**config.mk**
```make
export PLATFORM = sky130hd
export DESIGN_NAME = regfile_wb_scheduler
export DESIGN_NICKNAME = d
export VERILOG_FILES = /design/src/rtl/regfile_wb_scheduler.sv
export SDC_FILE = /design/constraint.sdc
export NUM_CORES = 1
export LEC_CHECK = 0
export ABC_AREA = 1
export CORE_UTILIZATION = 46
export DETAILED_ROUTE_END_ITERATION = 6
export PLACE_DENSITY_LB_ADDON = 0.2
export SYNTH_ARGS = -nofsm -noshare
export SYNTH_HDL_FRONTEND = slang
export SYNTH_SLANG_ARGS = --single-unit
```
**constraint.sdc**
```tcl
create_clock -name clock -period 5.15 [get_ports clock]
set_input_delay 1.03 -clock clock [delete_from_list [all_inputs] [get_ports clock]]
set_output_delay 1.03 -clock clock [all_outputs]
set_load 0.1 [all_outputs]
```
**src/rtl/regfile_wb_scheduler.sv**
```systemverilog
// regfile_wb_scheduler
//   Owns the single write port of the register file. Arbitrates two
//   writeback sources (A = ALU, B = load) round-robin, one acceptance per
//   cycle. It registers the winning write onto the rf_* port with a
//   latency of 1. It also keeps a pending-write scoreboard so that decode
//   can stall on RAW/WAW hazards.
// Ports
//   clock, reset          : clock; synchronous active-low reset
//   issue_valid/dst/ready : decode allocates a destination (sets pending)
//   a_*, b_*              : writeback sources, valid/ready handshake
//   rs, rt, hazard        : decode read indices and stall indication
//   rf_wr/controle/entrada: registered register-file write port
//   wb_error              : one-cycle pulse, bad writeback index
module regfile_wb_scheduler #(
    parameter int NREGS = 16,
    parameter int AW    = 5,
    parameter int DW    = 32
) (
    input  logic          clock,
    input  logic          reset,
    input  logic          issue_valid,
    input  logic [AW-1:0] issue_dst,
    output logic          issue_ready,
    input  logic          a_valid,
    input  logic [AW-1:0] a_dst,
    input  logic [DW-1:0] a_data,
    output logic          a_ready,
    input  logic          b_valid,
    input  logic [AW-1:0] b_dst,
    input  logic [DW-1:0] b_data,
    output logic          b_ready,
    input  logic [AW-1:0] rs,
    input  logic [AW-1:0] rt,
    output logic          hazard,
    output logic          rf_wr,
    output logic [AW-1:0] rf_controle,
    output logic [DW-1:0] rf_entrada,
    output logic          wb_error
);
    localparam int            IW = (NREGS > 1) ? $clog2(NREGS) : 1;
    localparam logic [AW-1:0] NR = AW'(NREGS);

    logic [NREGS-1:0] pending_q, pending_d;
    logic             last_b_q;       // 1: B won the most recent conflict
    logic             rf_wr_q, rf_wr_d;
    logic [AW-1:0]    rf_idx_q, rf_idx_d;
    logic [DW-1:0]    rf_data_q, rf_data_d;
    logic             err_q, err_d;

    logic          acc, acc_ok, issue_ok, commit_same;
    logic [AW-1:0] acc_dst;
    logic [DW-1:0] acc_data;

    // Round-robin: on a conflict the source that did not win last time
    // gets the grant. Ready depends only on the valids and the pointer.
    assign a_ready  = a_valid & (~b_valid | last_b_q);
    assign b_ready  = b_valid & (~a_valid | ~last_b_q);
    assign acc      = a_ready | b_ready;
    assign acc_dst  = a_ready ? a_dst  : b_dst;
    assign acc_data = a_ready ? a_data : b_data;
    assign acc_ok   = acc_dst < NR;

    // A write committing this edge frees its index, so an issue to that
    // same index can be accepted now (the clear applies before the set).
    assign issue_ok    = issue_dst < NR;
    assign commit_same = rf_wr_q & (rf_idx_q == issue_dst);
    assign issue_ready = issue_valid & issue_ok &
                         (~pending_q[issue_dst[IW-1:0]] | commit_same);

    assign hazard = ((rs < NR) & pending_q[rs[IW-1:0]]) |
                    ((rt < NR) & pending_q[rt[IW-1:0]]);

    always_comb begin
        pending_d = pending_q;
        if (rf_wr_q)
            pending_d[rf_idx_q[IW-1:0]] = 1'b0;
        if (issue_ready)
            pending_d[issue_dst[IW-1:0]] = 1'b1;

        // Invalid indices are accepted but never reach the write port.
        rf_wr_d   = acc & acc_ok;
        rf_idx_d  = rf_wr_d ? acc_dst  : rf_idx_q;
        rf_data_d = rf_wr_d ? acc_data : rf_data_q;
        err_d     = acc & (~acc_ok | ~pending_q[acc_dst[IW-1:0]]);
    end

    always_ff @(posedge clock) begin
        if (!reset) begin
            pending_q <= '0;
            last_b_q  <= 1'b1;
            rf_wr_q   <= 1'b0;
            rf_idx_q  <= '0;
            rf_data_q <= '0;
            err_q     <= 1'b0;
        end else begin
            pending_q <= pending_d;
            // The pointer only moves when there was a contest to settle.
            if (a_valid & b_valid)
                last_b_q <= b_ready;
            rf_wr_q   <= rf_wr_d;
            rf_idx_q  <= rf_idx_d;
            rf_data_q <= rf_data_d;
            err_q     <= err_d;
        end
    end

    assign rf_wr       = rf_wr_q;
    assign rf_controle = rf_idx_q;
    assign rf_entrada  = rf_data_q;
    assign wb_error    = err_q;

endmodule

```
# == Yosys cells after proc, flatten, opt, wreduce, memory -nomap -nowiden ==
# Index checks and enable logic that the tools add are counted.
# op_classes
n_lt_le_gt_ge,11
n_eq_ne,1
mux,16
bitwise,25
n_reduce_logical,2
# op_table
op,count
$mux 16,2
$mux 32,1
$lt 4x5->1 const B,5
$lt 5x5->1 const B,4
$and 16x16->16,1
$bmux 1 s4,4
$not 16->16,1
$or 16x16->16,1
$and 1x1->1,10
$demux 1 s4,2
$ge 4x1->1 const B,2
$mux 1,6
$not 1->1,6
$or 1x1->1,6
$eq 5x5->1,1
$mux 5,1
$logic_and 1x1->1,2
# word_totals
reg_bits,56
in_bits,94
out_inout_bits,43

# == Longest topological paths before layout ==
# Gate-level depths: netlist of the first run.
# depth
word_depth,9
ltp_mapped,12
mapped_depth_nobuf,12

# == Worst setup path before layout of the first run ==
# Ideal clock, no wire load.
# synth_path
kind,input-to-output
from,input issue_dst[0]
to,output issue_ready
arrival_ns,3.251
required_ns,4.120
slack_ns,0.869
cell_stages,11
n_path_buf,2
path_cell_list,buf_6 > nand2_2 > inv_2 > nand2_1 > nand4_1 > nand2_1 > nand2_2 > o21ai_4 > buf_6 > nand2_1 > nor2_1
# synth_between
elab_chain_len,5
elab_cells_between_ends,9
cone_classes,order compare (1); eq/ne (1); mux (2); bitwise (5)
# synth_rtl
item,line,rtl
"start, declared",22,"input logic [AW-1:0] issue_dst,"
$bmux 1 s4,68,(~pending_q[issue_dst[IW-1:0]] | commit_same);
$mux 1 (implied by the code),68,
$not 1->1,68,
$or 1x1->1,68,
$and 1x1->1 (*),67,assign issue_ready = issue_valid & issue_ok &
"end, declared",23,"output logic issue_ready,"
# Mark *: on every way between the ends. The rest lies on a longest branch, timed or not. The select of a mux whose other input is x is not followed.

# == Worst setup path after layout of the first run ==
# Same ends and word-level chain as after synthesis.

==> results.py, run 1 <==
metrics = {
    "logic_synthesis": {
        "synth_cells": 492,
        "ys_top_cells_by_count": "110 x nand2_1, 76 x o21ai_0, 56 x dfxtp_1",
        "synthXorXnorAreaFrac_pct": 0.2701,
        "yosysMostFrequentCell": "nand2_1",
        "synth_top_family_by_area": "simple AND/OR/NAND/NOR gates",
        "synth_fa_ha_area_share_pct": 0,
        "ys.flop_type": "dfxtp_1",
        "synth_mux_area_share_pct": 0,
        "mappedNetlistNets": 586,
        "synth_seq_area_share_pct": 34.57,
        "synth_cell_types": 30,
        "synth_area_leaders": "dfxtp_1 35%, nand2_1 13%, o21ai_0 12%",
        "ys_seq_elements": 56,
        "synth_top_area_share_pct": 34.57,
        "synth-edff-count": 0,
        "syn_area_um2": 3243,
        "syn-mean-instance-area_um2": 6.592,
        "ys_warn_count": 0,
        "yosys.area_share.simple_pct": 29.82,
        "synth_top_area_cell": "dfxtp_1",
        "synth_compound_area_share_pct": 26.74,
        "synth-async-reset-ratio_pct": 0,
    },
    "cells_and_area": {
        "diodes": 0,
        "finish.utilization_pct": 69.63,
        "final_cells": 712,
        "nets": 709,
        "design_area_um2": 4731,
        "synthToLayoutAreaGrowth_pct": 45.87,
        "drive_above_1_share_pct": 7.955,
    },
    "hold_path": {
        "whs_endpoint": "rf_controle[4]",
        "hold_depth": 2,
        "worstHoldStart": "rf_controle[4]",
        "hold_class": "flip-flop to flip-flop",
    },
    "worst_setup_path": {
        "startpoint_type": "input pin",
        "cp_cell_sequence": "clkdlybuf4s50_1 -> nor2_1 -> nand2_1 -> nand4_1 -> nand2_1 -> nand2_2 -> o21ai_4 -> nand2_1 -> nor2_1 -> buf_4",
        "cpMostUsedCell": "nand2_1",
        "slowest_stage": "clkdlybuf4s50_1",
        "path_max_fanout": 8,
        "worstPathRequired_ns": 4.12,
        "critPathArrivalTime_ns": 2.86,
        "r2r_start": "last_b_q",
        "cp-end-kind": "output pin",
        "path_class": "input pin to output pin",
        "reg2reg_depth": 10,
        "max_stage_delay_ns": 0.68,
        "timing.rr.end": "rf_entrada[1]",
        "rrSetupSlack_ns": 2.50,
    },
    "place": {
        "portBuffers": 136,
        "placed_cells": 704,
        "place_ws_ns": 1.272,
        "gp_congestion": 0.9408,
        "dpl_cell_area_um2": 4639,
        "hpwl_um": 7902,
    },
    "clock_tree": {
        "clockBufferDepth": 2,
        "cts-resized-gates": 0,
        "cts_htree_levels": 2,
        "numCtsBuffers": 5,
        "worstSkewPairLatency_ns": 0.32,
        "path_clk_slew_ns": 0.11,
        "cts_sinks": 56,
        "cts_tree": "built",
        "cts-root-buf": "clkbuf_8",
        "post_cts_buffers": 0,
        "hold_buffers": 0,
    },
    "power_and_ir_drop": {
        "clkPwrFrac_pct": 19.8,
        "p_comb_share_pct": 42.0,
        "power.total_mw": 1.283,
        "power.share.sequential_pct": 38.2,
        "p_sw_mw": 0.5578,
        "p_int_mw": 0.7254,
        "peakVddDrop_mv": 0.1711,
        "leakage_nw": 1.826,
        "power_density_nw_per_um2": 271.3,
        "switching_share_pct": 43.47,
    },
    "outcome": {
        "status": "complete, no violations",
    },
    "die": {
        "core-area_um2": 6794,
        "start_util_pct": 47.73,
        "ios": 137,
        "dieArea_um2": 7390,
        "die_h_um": 85.97,
        "die_w_um": 85.97,
        "rows": 30,
    },
    "timing": {
        "finalClockSkew_ns": 0.01300,
        "relSlewSlack_pct": 31.58,
        "worst_pin_slew_ns": 1.023,
        "drv_slew": 0,
        "whs_ns": 0.4935,
        "rsz0062_at_grt": "no",
        "tns_ns": 0,
        "max_clock_freq_mhz": 256.8,
        "setup_viol": 0,
        "fin_crit_ns": 3.895,
        "fin_ws_ns": 1.255,
        "post-route-period-util_pct": 75.63,
        "hold_viol_final": 0,
    },
    "route": {
        "drt_iter0_drc": 255,
        "vias": 3837,
        "dr.pass1.iters": 5,
        "routedWlPerCell_um": 14.73,
        "drt-total-wl_um": 10490,
        "route.detailed.drc": 0,
        "ant_nets": 0,
        "avgViaCountPerCell": 5.389,
    },
    "grt": {
        "grt_pass1_wl_um": 16440,
        "grt_pass1_vias": 3523,
        "grt_max_degree": 69,
        "track_usage_pct": 27.70,
        "antenna_found_initial": 0,
        "grt-ovfl-total": 0,
    },
    "job": {
        "drv_cap": 0,
    },
}
==> flip-flops by register name (all words and copies together), names as in the netlist <==
register / flops
wb_error: 1
rf_entrada: 32
rf_controle: 5
rf_wr: 1
pending_q: 16
last_b_q: 1
==> how the worst max path moves through the flow <==
stage / depth (start not counted) / from / slack, ns / endpoint
4_1_cts: 10 / issue_dst[0] / 1.27 / issue_ready
5_1_grt: 10 / issue_dst[0] / 1.08 / issue_ready
3_3_place_gp: 10 / issue_dst[0] / 1.31 / issue_ready
3_5_place_dp: 10 / issue_dst[0] / 1.27 / issue_ready
2_1_floorplan: 11 / issue_dst[0] / 0.87 / issue_ready
6_report: 10 / issue_dst[0] / 1.26 / issue_ready
==> worst max-delay path: cells and delay by family <==
kind | cells | cell delay [ns]
compound gates | 1 | 0.18
simple gates | 7 | 0.67
buf+inv | 2 | 0.98
==> per-layer routing <==
| layer | track usage, % | vias to the layer above | part of all wire, % |
|---|---|---|---|
| li1 | - | 1923 | - |
| met1 | 34.58 | 1752 | 44 |
| met2 | 48.20 | 145 | 48 |
| met3 | 6.256 | 17 | 6.8 |
| met4 | 6.818 | 0 | 1.5 |
| met5 | 0 | - | 0 |
==> power by group through the flow <==
stage                     Sequential, mW  Combinational [mW]  Clock (mW)
final                              0.490               0.540       0.254
after floorplan                    0.716               0.147           0
after CTS                          0.490               0.539       0.258
after global routing               0.495               0.568       0.273
after global placement             0.498               0.532           0
after detailed placement           0.499               0.537           0
==> cell usage in the layout (no fill, tap or decap) <==
cell and instances:
nand3b_1 2, clkbuf_8 5, inv_6 1, xor2_1 1
o31ai_1 2, o21ai_4 1, o21ai_0 76, nand2_2 6
clkdlybuf4s50_1 132, nor2_1 36, nand4_1 3, nand2_4 1
nor2_2 1, clkinv_1 2, inv_2 4, o21ai_2 1
clkinv_4 1, a31oi_1 32, o21ai_1 2, dfxtp_1 56
a21oi_2 10, nand3_1 48, clkinv_2 1, nand3_2 9
buf_4 7, buf_12 1, a211oi_1 1, o211ai_1 1
nand2_1 110, inv_1 37, o22ai_1 3, a21oi_1 23
==> area by class of cell <==
class	count	area (um2)
Clock buffer	5	68.82
Clock inverter	3	22.52
Fill cell	592	2063
Inverter	43	161.4
Multi-Input combinational cell	369	1843
Sequential cell	56	1121
Tap cell	96	120.1
Timing Repair Buffer	140	1394
==> cells by family (layout without fill, tap and decap cells) <==
family / after synthesis / count (layout)
buf+inv: 67 / 191
simple gates: 216 / 216
compound gates: 152 / 152
xor+xnor: 1 / 1
flops: 56 / 56
Note: power is estimated with default switching activity, not from simulation.
==> run 2, diff against run 1 <==
Settings changed: CORE_UTILIZATION 46 to 39.
Clock period 5.15 ns to 3.5 ns, I/O delays scaled along.
==> run 2 against run 1 <==
Compared with the run above: cell area increased by 1.4%; global-route usage decreased by 3.0 points; combinational power increased by 49%; count of clock-buffer cells in the layout unchanged; utilization decreased by 8.8 points; final cell count increased by 1.1%; register-to-register slack got worse by 1.0 ns; routed wire length increased by 2.4%; clock skew about the same; via count decreased by 0.50%; critical endpoint unchanged; largest power group unchanged.
==> results.py, run 2 (synthesized netlist as in run 1, its figures left out) <==
metrics = {
    "hold_path": {
        "worstHoldStart": "rf_controle[4]",
        "hold_depth": 2,
        "hold_class": "flip-flop to flip-flop",
        "whs_endpoint": "rf_controle[4]",
    },
    "clock_tree": {
        "numCtsBuffers": 5,
        "path_clk_slew_ns": 0.10,
        "cts-resized-gates": 0,
        "hold_buffers": 0,
        "worstSkewPairLatency_ns": 0.31,
        "post_cts_buffers": 0,
        "cts-root-buf": "clkbuf_8",
        "cts_htree_levels": 2,
        "cts_tree": "built",
        "clockBufferDepth": 2,
        "cts_sinks": 56,
    },
    "cells_and_area": {
        "fill_cells": 756,
        "multi_input_area_um2": 1846,
        "largest_reg_flops": 32,
        "final_cell_mix": "126 x clkdlybuf4s50_1, 110 x nand2_1, 76 x o21ai_0",
        "diodes": 0,
        "final_cells": 720,
        "regArea_um2": 1121,
        "nets": 711,
        "synthToLayoutAreaGrowth_pct": 47.96,
        "finish.utilization_pct": 60.83,
        "layout_commonest_cell": "clkdlybuf4s50_1",
        "drive_above_1_share_pct": 9.385,
    },
    "place": {
        "gp_congestion": 0.9524,
        "placed_cells": 712,
        "hpwl_um": 8138,
        "portBuffers": 136,
    },
    "worst_setup_path": {
        "cp-end-kind": "output pin",
        "path_class": "input pin to output pin",
        "worstPathRequired_ns": 2.80,
        "timing.rr.end": "wb_error",
        "reg2reg_depth": 12,
        "startpoint_type": "input pin",
        "rrSetupSlack_ns": 1.46,
        "r2r_start": "last_b_q",
        "critPathArrivalTime_ns": 2.47,
        "path_max_fanout": 8,
    },
    "power_and_ir_drop": {
        "p_int_mw": 1.144,
        "p_comb_share_pct": 41.4,
        "clkPwrFrac_pct": 21.8,
        "power_density_nw_per_um2": 406.6,
        "p_sw_mw": 0.8074,
        "peakVddDrop_mv": 0.2352,
        "leakage_nw": 1.863,
        "power.share.sequential_pct": 36.9,
        "switching_share_pct": 41.38,
        "power.total_mw": 1.951,
    },
    "timing": {
        "setup_viol": 0,
        "hold_viol_final": 0,
        "post-route-period-util_pct": 90.67,
        "relSlewSlack_pct": 32.82,
        "tns_ns": 0,
        "rsz0062_at_grt": "no",
        "drv_slew": 0,
        "fin_crit_ns": 3.173,
        "max_clock_freq_mhz": 315.1,
        "finalClockSkew_ns": 0.01303,
        "worst_pin_slew_ns": 1.005,
    },
    "outcome": {
        "status": "complete, no violations",
    },
    "route": {
        "vias": 3818,
        "ant_nets": 0,
        "drt_iter0_drc": 246,
        "drt-total-wl_um": 10740,
        "dr.pass1.iters": 5,
        "route.detailed.drc": 0,
        "routedWlPerCell_um": 14.92,
        "avgViaCountPerCell": 5.303,
    },
    "job": {
        "drv_cap": 0,
    },
    "grt": {
        "grt_max_degree": 69,
        "track_usage_pct": 24.69,
        "antenna_found_initial": 0,
        "grt-ovfl-total": 0,
        "grt_pass1_wl_um": 16910,
        "grt_pass1_vias": 3448,
    },
    "die": {
        "ios": 137,
        "dieArea_um2": 8684,
        "rows": 32,
        "start_util_pct": 41.12,
        "die_h_um": 93.19,
        "core-area_um2": 7888,
        "die_w_um": 93.19,
    },
}
## run 2: cell types whose count changed in the layout (fill, tap and decap cells not counted), sizes merged
cell           change
inv                -1
bufinv             +1
clkinv             -1
clkinvlp           +1
clkdlybuf4s50      -6
buf                +8
## run 2: worst max path at each step
| stage | start | to | slack (ns) | cells after the start |
|---|---|---|---|---|
| 6_report | issue_dst[0] | issue_ready | 0.33 | 10 |
| 5_1_grt | issue_dst[0] | issue_ready | 0.22 | 10 |
| 4_1_cts | issue_dst[0] | issue_ready | 0.32 | 10 |
| 3_5_place_dp | issue_dst[0] | issue_ready | 0.33 | 10 |
| 3_3_place_gp | issue_dst[0] | issue_ready | 0.34 | 10 |
| 2_1_floorplan | rf_controle[2] | issue_ready | 0.18 | 7 |
## run 2: layout make-up
cell class / instances / area share, %
Clock buffer: 5 / 1.434
Clock inverter: 3 / 0.8866
Inverter: 43 / 3.364
Timing Repair Buffer: 142 / 29.83
Tap cell: 102 / 2.660
Multi-Input combinational cell: 369 / 38.46
Sequential cell: 56 / 23.36
## run 2: power groups by stage
stage	clock, mW	combinational, mW	sequential [mW]
after floorplan	0	0.217	1.05
after global placement	0	0.802	0.731
after detailed placement	0	0.806	0.733
after CTS	0.437	0.809	0.719
after global routing	0.464	0.852	0.726
final	0.425	0.807	0.719
## run 2: critical path: stages
cell and delay [ns]:
clkdlybuf4s50_1 0.68, nor2_1 0.19, nand2_1 0.09, nand4_1 0.10
nand2_1 0.08, nand2_2 0.07, o21ai_4 0.16, nand2_1 0.08
nor2_2 0.13, buf_12 0.19
## run 2: per-stage QoR
stage / instance area [um2] / setup WS (ns) / hold WS, ns
after floorplan: 3246 / 0.1840 / 0.4738
after global placement: 4687 / 0.3402 / 0.4786
after detailed placement: 4687 / 0.3335 / 0.4831
after CTS: 4798 / 0.3243 / 0.5007
after global routing: 4798 / 0.2198 / 0.5246
final: 4798 / 0.3266 / 0.4959
## run 2: routing by layer
metal | vias to the layer above | share of wire, % | wire length (um) | global-route usage, %
li1 | 1923 | - | - | -
met4 | 0 | 1.8 | 195 | 6.282
met1 | 1737 | 44 | 4678 | 32.80
met3 | 15 | 7.6 | 820 | 5.772
met5 | - | 0 | 0 | 0
met2 | 143 | 47 | 5046 | 40.20
